===== config.mk =====
export PLATFORM = sky130hd
export DESIGN_NAME = bitstuff_nrzi_encode
export DESIGN_NICKNAME = d
export VERILOG_FILES = /design/src/rtl/bitstuff_nrzi_encode.sv
export SDC_FILE = /design/constraint.sdc
export NUM_CORES = 1
export LEC_CHECK = 0
export CAP_MARGIN = 20
export CORE_AREA = 3 3 40 42
export DETAILED_ROUTE_END_ITERATION = 16
export DIE_AREA = 0 0 43 45
export PLACE_DENSITY_LB_ADDON = 0.05
export SYNTH_ARGS = -nofsm -noshare
export SYNTH_HDL_FRONTEND = slang
export SYNTH_SLANG_ARGS = --single-unit

===== constraint.sdc =====
create_clock -name clock -period 1.55 [get_ports clock]
set_clock_uncertainty 0.05 [all_clocks]
set_input_delay 0.31 -clock clock [delete_from_list [all_inputs] [get_ports clock]]
set_output_delay 0.31 -clock clock [all_outputs]
set_load 0.02 [all_outputs]

===== src/rtl/bitstuff_nrzi_encode.sv =====
// ---------------------------------------------------------------------------
// bitstuff_nrzi_encode
//
// Purpose: USB-style transmit back end. It takes a serial packet bit stream,
// inserts a stuffed 0 after STUFF_LEN consecutive data 1s, and NRZI-encodes
// the result for the downstream DP/DM line encoder. The encoder state is
// seeded as if a SYNC pattern was just sent: the last line level is K (0) and
// the SYNC's final data 1 already counts toward the stuffing run.
//
// Parameters:
//   STUFF_LEN     consecutive data-1 count that forces a stuffed 0 (2..7)
//
// Ports:
//   clock         single clock, all state updates on its rising edge
//   reset_n       synchronous, active-low reset
//   in_bit        serial packet bit (LSB-first order already applied)
//   in_valid      in_bit valid; high for the whole packet, held across stalls
//   in_ready      block accepts in_bit this cycle (transfer = valid & ready)
//   enc_done      one-cycle pulse from the DP/DM encoder when EOP is complete
//   nrzi_out_bit  NRZI line level, 1 = J, 0 = K (0 when not sending)
//   nrzi_sending  nrzi_out_bit valid; contiguous for the whole packet
// ---------------------------------------------------------------------------
module bitstuff_nrzi_encode #(
  parameter int STUFF_LEN = 6
) (
  input  logic clock,
  input  logic reset_n,
  input  logic in_bit,
  input  logic in_valid,
  output logic in_ready,
  input  logic enc_done,
  output logic nrzi_out_bit,
  output logic nrzi_sending
);

  localparam logic [1:0] IDLE      = 2'd0;
  localparam logic [1:0] SEND      = 2'd1;
  localparam logic [1:0] STUFF     = 2'd2;
  localparam logic [1:0] WAIT_DONE = 2'd3;

  localparam logic [2:0] STUFF_CNT = 3'(STUFF_LEN);

  logic [1:0] state_reg, state_next;
  logic [2:0] ones_reg, ones_next;
  logic       prev_reg, prev_next;
  logic       out_reg, out_next;
  logic       sending_reg, sending_next;

  // Encoding of the data bit presented this cycle. In IDLE the encoder is
  // re-seeded (level K, one 1 already counted) so every packet starts fresh,
  // regardless of what the previous packet left in the registers.
  logic       base_level;
  logic [2:0] base_ones;
  logic       data_level;
  logic [2:0] data_ones;

  always_comb begin
    base_level = (state_reg == IDLE) ? 1'b0 : prev_reg;
    base_ones  = (state_reg == IDLE) ? 3'd1 : ones_reg;
    // NRZI: a data 0 toggles the line, a data 1 holds it.
    data_level = in_bit ? base_level : ~base_level;
    data_ones  = in_bit ? (base_ones + 3'd1) : 3'd0;
  end

  assign in_ready = (state_reg == IDLE) || (state_reg == SEND);

  always_comb begin
    state_next   = state_reg;
    ones_next    = ones_reg;
    prev_next    = prev_reg;
    out_next     = 1'b0;
    sending_next = 1'b0;

    case (state_reg)
      IDLE, SEND: begin
        if (in_valid) begin
          prev_next    = data_level;
          ones_next    = data_ones;
          out_next     = data_level;
          sending_next = 1'b1;
          // A stuff is still owed even if this was the packet's last bit;
          // STUFF runs before SEND gets to see in_valid low.
          if (in_bit && (data_ones == STUFF_CNT)) begin
            state_next = STUFF;
          end else begin
            state_next = SEND;
          end
        end else if (state_reg == SEND) begin
          // End of packet: sending drops at this edge, then wait for EOP.
          state_next = WAIT_DONE;
        end
      end

      STUFF: begin
        // Stuffed 0 toggles the line; upstream is stalled for this cycle.
        prev_next    = ~prev_reg;
        out_next     = ~prev_reg;
        sending_next = 1'b1;
        ones_next    = 3'd0;
        state_next   = SEND;
      end

      WAIT_DONE: begin
        if (enc_done) begin
          state_next = IDLE;
        end
      end

      default: begin
        state_next = IDLE;
      end
    endcase
  end

  always_ff @(posedge clock) begin
    if (!reset_n) begin
      state_reg   <= IDLE;
      ones_reg    <= 3'd0;
      prev_reg    <= 1'b0;
      out_reg     <= 1'b0;
      sending_reg <= 1'b0;
    end else begin
      state_reg   <= state_next;
      ones_reg    <= ones_next;
      prev_reg    <= prev_next;
      out_reg     <= out_next;
      sending_reg <= sending_next;
    end
  end

  assign nrzi_out_bit = out_reg;
  assign nrzi_sending = sending_reg;

endmodule


==> results of run 1 <==
-- stage by stage --
step                setup WS, ns  utilization  cell area [um^2]  setup TNS (ns)
floorplan                 0.0151            -               434               0
global placement        -0.00961        0.434               558         -0.0127
detailed placement       -0.0781        0.434               558          -0.102
CTS                       0.0170        0.452               581               0
global route             0.00217        0.452               581               0
finish                    0.0366        0.452               581               0
-- cell usage after synthesis (2+ instances only) --
cell type,number,share of area
a31oi_1,3,0.043
nand2_1,7,0.061
nand4_1,3,0.043
inv_1,2,0.017
dfxtp_1,8,0.37
clkbuf_1,2,0.017
a21oi_1,4,0.046
o21a_1,2,0.035
or2_1,2,0.029
nand3_1,3,0.035
nand2b_1,2,0.029
-- report_power, final --
group          internal, uW  switching (uW)  total [uW]
logic                  54.1            55.0         109
clock network          88.9            74.3         163
registers               219            9.65         228
-- per-layer routing --
metal,vias to the layer above,global-route usage,routed length [um]
met3,4,0.0478,46
met4,0,0.0723,21
met1,201,0.132,474
met5,-,0,0
li1,226,-,-
met2,8,0.225,551
-- tightest hold or removal path: cells and delay by family (launching register included) --
kind	cells	cell delay (ns)
AOI/OAI and AO/OA	1	0.06
DFF	1	0.30
and+or+nand+nor	1	0.06
-- final timing paths --
kind	slack, ns	endpoint	cells after the start	from
setup / recovery	0.04	nrzi_out_bit	1	nrzi_out_bit$_SDFF_PN0_
hold / removal	0.42	ones_reg[2]$_SDFFE_PN0P_	2	ones_reg[2]$_SDFFE_PN0P_
setup reg to reg	0.09	state_reg[0]$_SDFFE_PN0P_	4	state_reg[1]$_SDFFE_PN0P_
hold reg to reg	0.42	ones_reg[2]$_SDFFE_PN0P_	2	ones_reg[2]$_SDFFE_PN0P_
-- cells by family (layout without fill, tap and decap cells) --
logic type / Yosys count / count (layout) / synth area share
buffers and inverters: 7 / 21 / 0.0809
AND/OR/NAND/NOR: 20 / 20 / 0.231
flip-flops: 8 / 8 / 0.370
adder cells (fa/ha/maj): 1 / 1 / 0.0289
XOR/XNOR: 1 / 1 / 0.0202
AO/OA/AOI/OAI: 17 / 17 / 0.269
-- final cells by class --
type                            instances  area share
Multi-Input combinational cell         39       0.409
Sequential cell                         8       0.278
Timing Repair Buffer                   15       0.222
Clock buffer                            3      0.0388
Tap cell                               15      0.0323
Inverter                                3      0.0194
-- placed cells by master, fill, tap and decap left out, types with 2 or more instances in the layout --
cell type / count
a21oi_1: 4
a31oi_1: 3
buf_4: 8
clkbuf_4: 3
clkdlybuf4s50_1: 6
dfxtp_1: 7
inv_1: 2
nand2_1: 7
nand2b_1: 2
nand3_1: 3
nand4_1: 3
o21a_1: 2
or2_1: 2
-- what timing repair did --
action	4_1_cts	5_1_grt
hold buffers	0	0
setup endpoints to repair	1	0
gates resized for setup	2	0
==> key figures, run 1 <==
Drt
  • Antenna-violating nets left: 0
  • Vias: 439
  • Residual DRC count: 0
  • Wire per inst: 13.2 um
  • Total Wirelength: 1.09 mm
  • Vias per cell: 5.29
  • Detailed-router iteration count before antenna repair: 4
  • Initial DRC count: 3

Synth
  • Main synth FF type: dfxtp_1
  • Seq cells post-synth: 8
  • Net count after synthesis: 60
  • Yosys warning total: 0
  • Number of flops mapped to enable cells by yosys: 0
  • Post-synthesis cell count: 54
  • Syn_area_per_cell: 8.02 um^2
  • Asr flop ratio synth: 0
  • Sequential fraction of the synthesis area: 0.370
  • Post-Syn Area: 433 um^2
  • Count of unique library cells instantiated by Yosys: 27

Clock tree
  • CTS Buf Count: 3
  • Buffer depth of the longest clock path: 2
  • H-Tree Depth: 1
  • Root Driver: clkbuf_4
  • Post-CTS Setup Bufs: 0
  • Worst-path clk slew: 0.06 ns
  • TritonCTS sink count: 8
  • Clk_lat worst skew: 0.26 ns
  • CTS tree: yes

Die
  • Die span in x: 43 um
  • Effective utilization at floorplan: 0.337
  • Die height: 45 um
  • Die ar.: 1940 um^2
  • Site Rows: 13
  • Io pins: 8
  • Core area: 1280 um^2

GRT
  • Initial antenna violation count: 0
  • Vias in the first global route: 431
  • GRT Resource Usage Total: 0.128
  • Largest net degree at the start of global routing: 13
  • GRT overflow: 0
  • Global-route wire length before repair: 1.75 mm

Critical path
  • Worst Setup End Kind: output pin
  • Max stage delay cell, worst path: clkdlybuf4s50_1
  • Worst EP arrival: 1.15 ns
  • Buf+Inv Stages, Crit Path: 1
  • CP max stage delay: 0.59 ns
  • CP Class: reg -> out
  • Critical Path RT: 1.19 ns
  • Startpoint type of the worst setup path: flip-flop
  • CP top delay family: buffers and inverters
  • Max FO, Critical Path: 1
  • CP Cell Sequence: clkdlybuf4s50_1

STA
  • Slew Limit Fails: 0
  • Count of final hold-check violations: 0
  • Min Tclk post-route: 1.51 ns
  • Period utilization: 0.976
  • Fmax: 661 MHz
  • WHS: 0.416 ns
  • Slew headroom: 0.814
  • Slew @ Worst Pin: 0.275 ns
  • RSZ-0062 raised after global routing: no
  • Final Setup Violations: 0

Pwr
  • Peak supply drop: 367 uV
  • Static leakage: 0.000221 uW
  • PnR Total Power: 500 uW
  • P per Cell Area: 862 nW/um^2

Flow run
  • Max Cap Violations: 0

Min path
  • Hold/Removal Path Class: reg -> reg

Final layout
  • Diode count: 0
  • Nets: 76
  • Layout area overhead: 34.1%
  • Fillcell total: 134
  • Sequential Area: 161 um^2
  • Non-filler instance count after layout: 83
  • Fraction of layout cells with a size suffix above 1: 0.191
  • Number of flip-flops in the largest register: 3
  • Multi-input gate area: 238 um^2

Placed design
  • Number of port buffers: 7
  • Final HPWL DP: 844 um
  • Routability Congestion: 0.889
  • Placed cells: 80

Outcome
  • Status: complete, no violations
Note: power is estimated with default switching activity, not from simulation.
==> run 2: changes to the inputs <==
Clock period 1.55 ns to 1.6 ns, I/O delays scaled along.
==> run 2 against run 1 <==
Sequential share of layout area grew 0.21 points. Critical path depth is the same. Non-clock buffer count shrank 1. Final area shrank 1.5%. Via count shrank 3.4%. Final cell count shrank 1.2%. Wire length shrank 12%. Worst hold slack gained 0.0095 ns. Global-route usage shrank 1.2 points. Register-to-register slack gained 0.02 ns. Die area is the same. Utilization shrank 0.68 points. Critical path type unchanged. Highest routed layer is now met3.
==> key figures, run 2 (synthesized netlist as in run 1, its figures left out) <==
GRT
  • Initial antenna violation count: 0
  • Global-route wire length before repair: 1.67 mm
  • Vias in the first global route: 395
  • Largest net degree at the start of global routing: 13
  • GRT overflow: 0
  • GRT Resource Usage Total: 0.116

Final layout
  • Post-layout util: 0.445
  • Nets: 75
  • Commonest non-fill, non-tap cell in the layout: dfxtp_1
  • Most frequent cells in the layout: dfxtp_1 (8), nand2_1 (7), buf_4 (7), clkdlybuf4s50_1 (6), a21oi_1 (4)
  • Fillcell total: 143
  • Final instance area: 572 um^2
  • Sequential Area: 160 um^2
  • Multi-input gate area: 238 um^2
  • Number of flip-flops in the largest register: 3
  • Diode count: 0
  • Layout area overhead: 32.1%
  • Fraction of layout cells with a size suffix above 1: 0.164

Clock tree
  • Root Driver: clkbuf_4
  • Worst-path clk slew: 0.06 ns
  • Buffer depth of the longest clock path: 2
  • Clk_lat worst skew: 0.26 ns
  • H-Tree Depth: 1
  • CTS Buf Count: 3
  • TritonCTS sink count: 8
  • Post-CTS Setup Bufs: 0
  • CTS tree: yes

Critical path
  • Worst EP arrival: 1.15 ns
  • Startpoint type of the worst setup path: flip-flop
  • CP Class: reg -> out
  • Critical Path RT: 1.23 ns
  • Max stage delay cell, worst path: clkdlybuf4s50_1
  • Max FO, Critical Path: 1
  • Worst Setup End Kind: output pin
  • CP top delay family: buffers and inverters
  • CP max stage delay: 0.59 ns
  • CP Cell Sequence: clkdlybuf4s50_1
  • Buf+Inv Stages, Crit Path: 1

Outcome
  • Status: complete, no violations

Placed design
  • Routability Congestion: 0.823
  • Number of port buffers: 7
  • Final HPWL DP: 734 um
  • Cell Area, Placed: 551 um^2

STA
  • RSZ-0062 raised after global routing: no
  • Count of final hold-check violations: 0
  • WHS: 0.426 ns
  • Min Tclk post-route: 1.52 ns
  • Slew @ Worst Pin: 0.270 ns
  • Slew headroom: 0.818
  • Fmax: 658 MHz
  • Final setup TNS: 0 ns
  • Period utilization: 0.949
  • Slew Limit Fails: 0
  • Final Setup Violations: 0

Die
  • Die height: 45 um
  • Die ar.: 1940 um^2
  • Die span in x: 43 um
  • Core area: 1280 um^2
  • Effective utilization at floorplan: 0.337
  • Io pins: 8
  • Site Rows: 13

Drt
  • Detailed-router iteration count before antenna repair: 2
  • Residual DRC count: 0
  • Wire per inst: 11.7 um
  • Total Wirelength: 963 um
  • Antenna-violating nets left: 0
  • Initial DRC count: 6
  • Vias: 424
  • Vias per cell: 5.17

Min path
  • Hold/Removal Path Class: reg -> reg

Flow run
  • Max Cap Violations: 0

Pwr
  • Static leakage: 0.000215 uW
  • Peak supply drop: 505 uV
  • P per Cell Area: 841 nW/um^2
[run 2: cell types whose count changed in the layout (fill, tap and decap cells not counted), sizes merged]
| cell | previous run | this run |
|---|---|---|
| buf | 8 | 7 |
[run 2: path summary, 6_finish.rpt]
kind,from,end,slack [ns],cells after the start
worst max-delay path,nrzi_out_bit$_SDFF_PN0_,nrzi_out_bit,0.08,1
worst min-delay path,ones_reg[2]$_SDFFE_PN0P_,ones_reg[2]$_SDFFE_PN0P_,0.43,2
worst max register to register,state_reg[1]$_SDFFE_PN0P_,state_reg[0]$_SDFFE_PN0P_,0.11,4
worst min register to register,ones_reg[2]$_SDFFE_PN0P_,ones_reg[2]$_SDFFE_PN0P_,0.43,2
[run 2: metal layers]
layer / track usage / share of wire / vias to the layer above
li1: - / - / 225
met1: 0.148 / 0.48 / 190
met2: 0.171 / 0.45 / 9
met3: 0.0677 / 0.066 / 0
met4: 0.0241 / 0 / 0
met5: 0 / 0 / -
[run 2: cell type report]
type                       instances  area share
multi-input combinational         39       0.416
inverter                           3      0.0197
sequential                         8       0.280
tap                               15      0.0328
timing repair buffer              14       0.212
clock buffer                       3      0.0394
[run 2: power by group]
group	total [uW]	leakage, uW	internal (uW)	switching (uW)
Sequential	221	0.0000658	212	9.55
Combinational	102	0.000135	51.2	50.4
Clock	158	0.0000138	86.1	72.3
[run 2: timing repair]
action	in CTS	in global routing
setup endpoints to repair	1	0
gates resized for setup	1	0
endpoints found under the hold margin	0	0
hold buffers	0	0
[run 2: worst reg2reg max path: stages (launching register included)]
cell and delay, ns:
dfxtp_1 0.37, o21a_1 0.21, ha_1 0.20, xor2_1 0.19
o311a_1 0.35
[run 2: stage by stage]
| step | cells | worst slack (ns) | total power [uW] |
|---|---|---|---|
| floorplan | 54 | 0.0651 | 285 |
| global placement | 79 | 0.0264 | 327 |
| detailed placement | 79 | 0.00101 | 328 |
| CTS | 82 | 0.0656 | 486 |
| global route | 82 | 0.0140 | 507 |
| finish | 82 | 0.0808 | 481 |
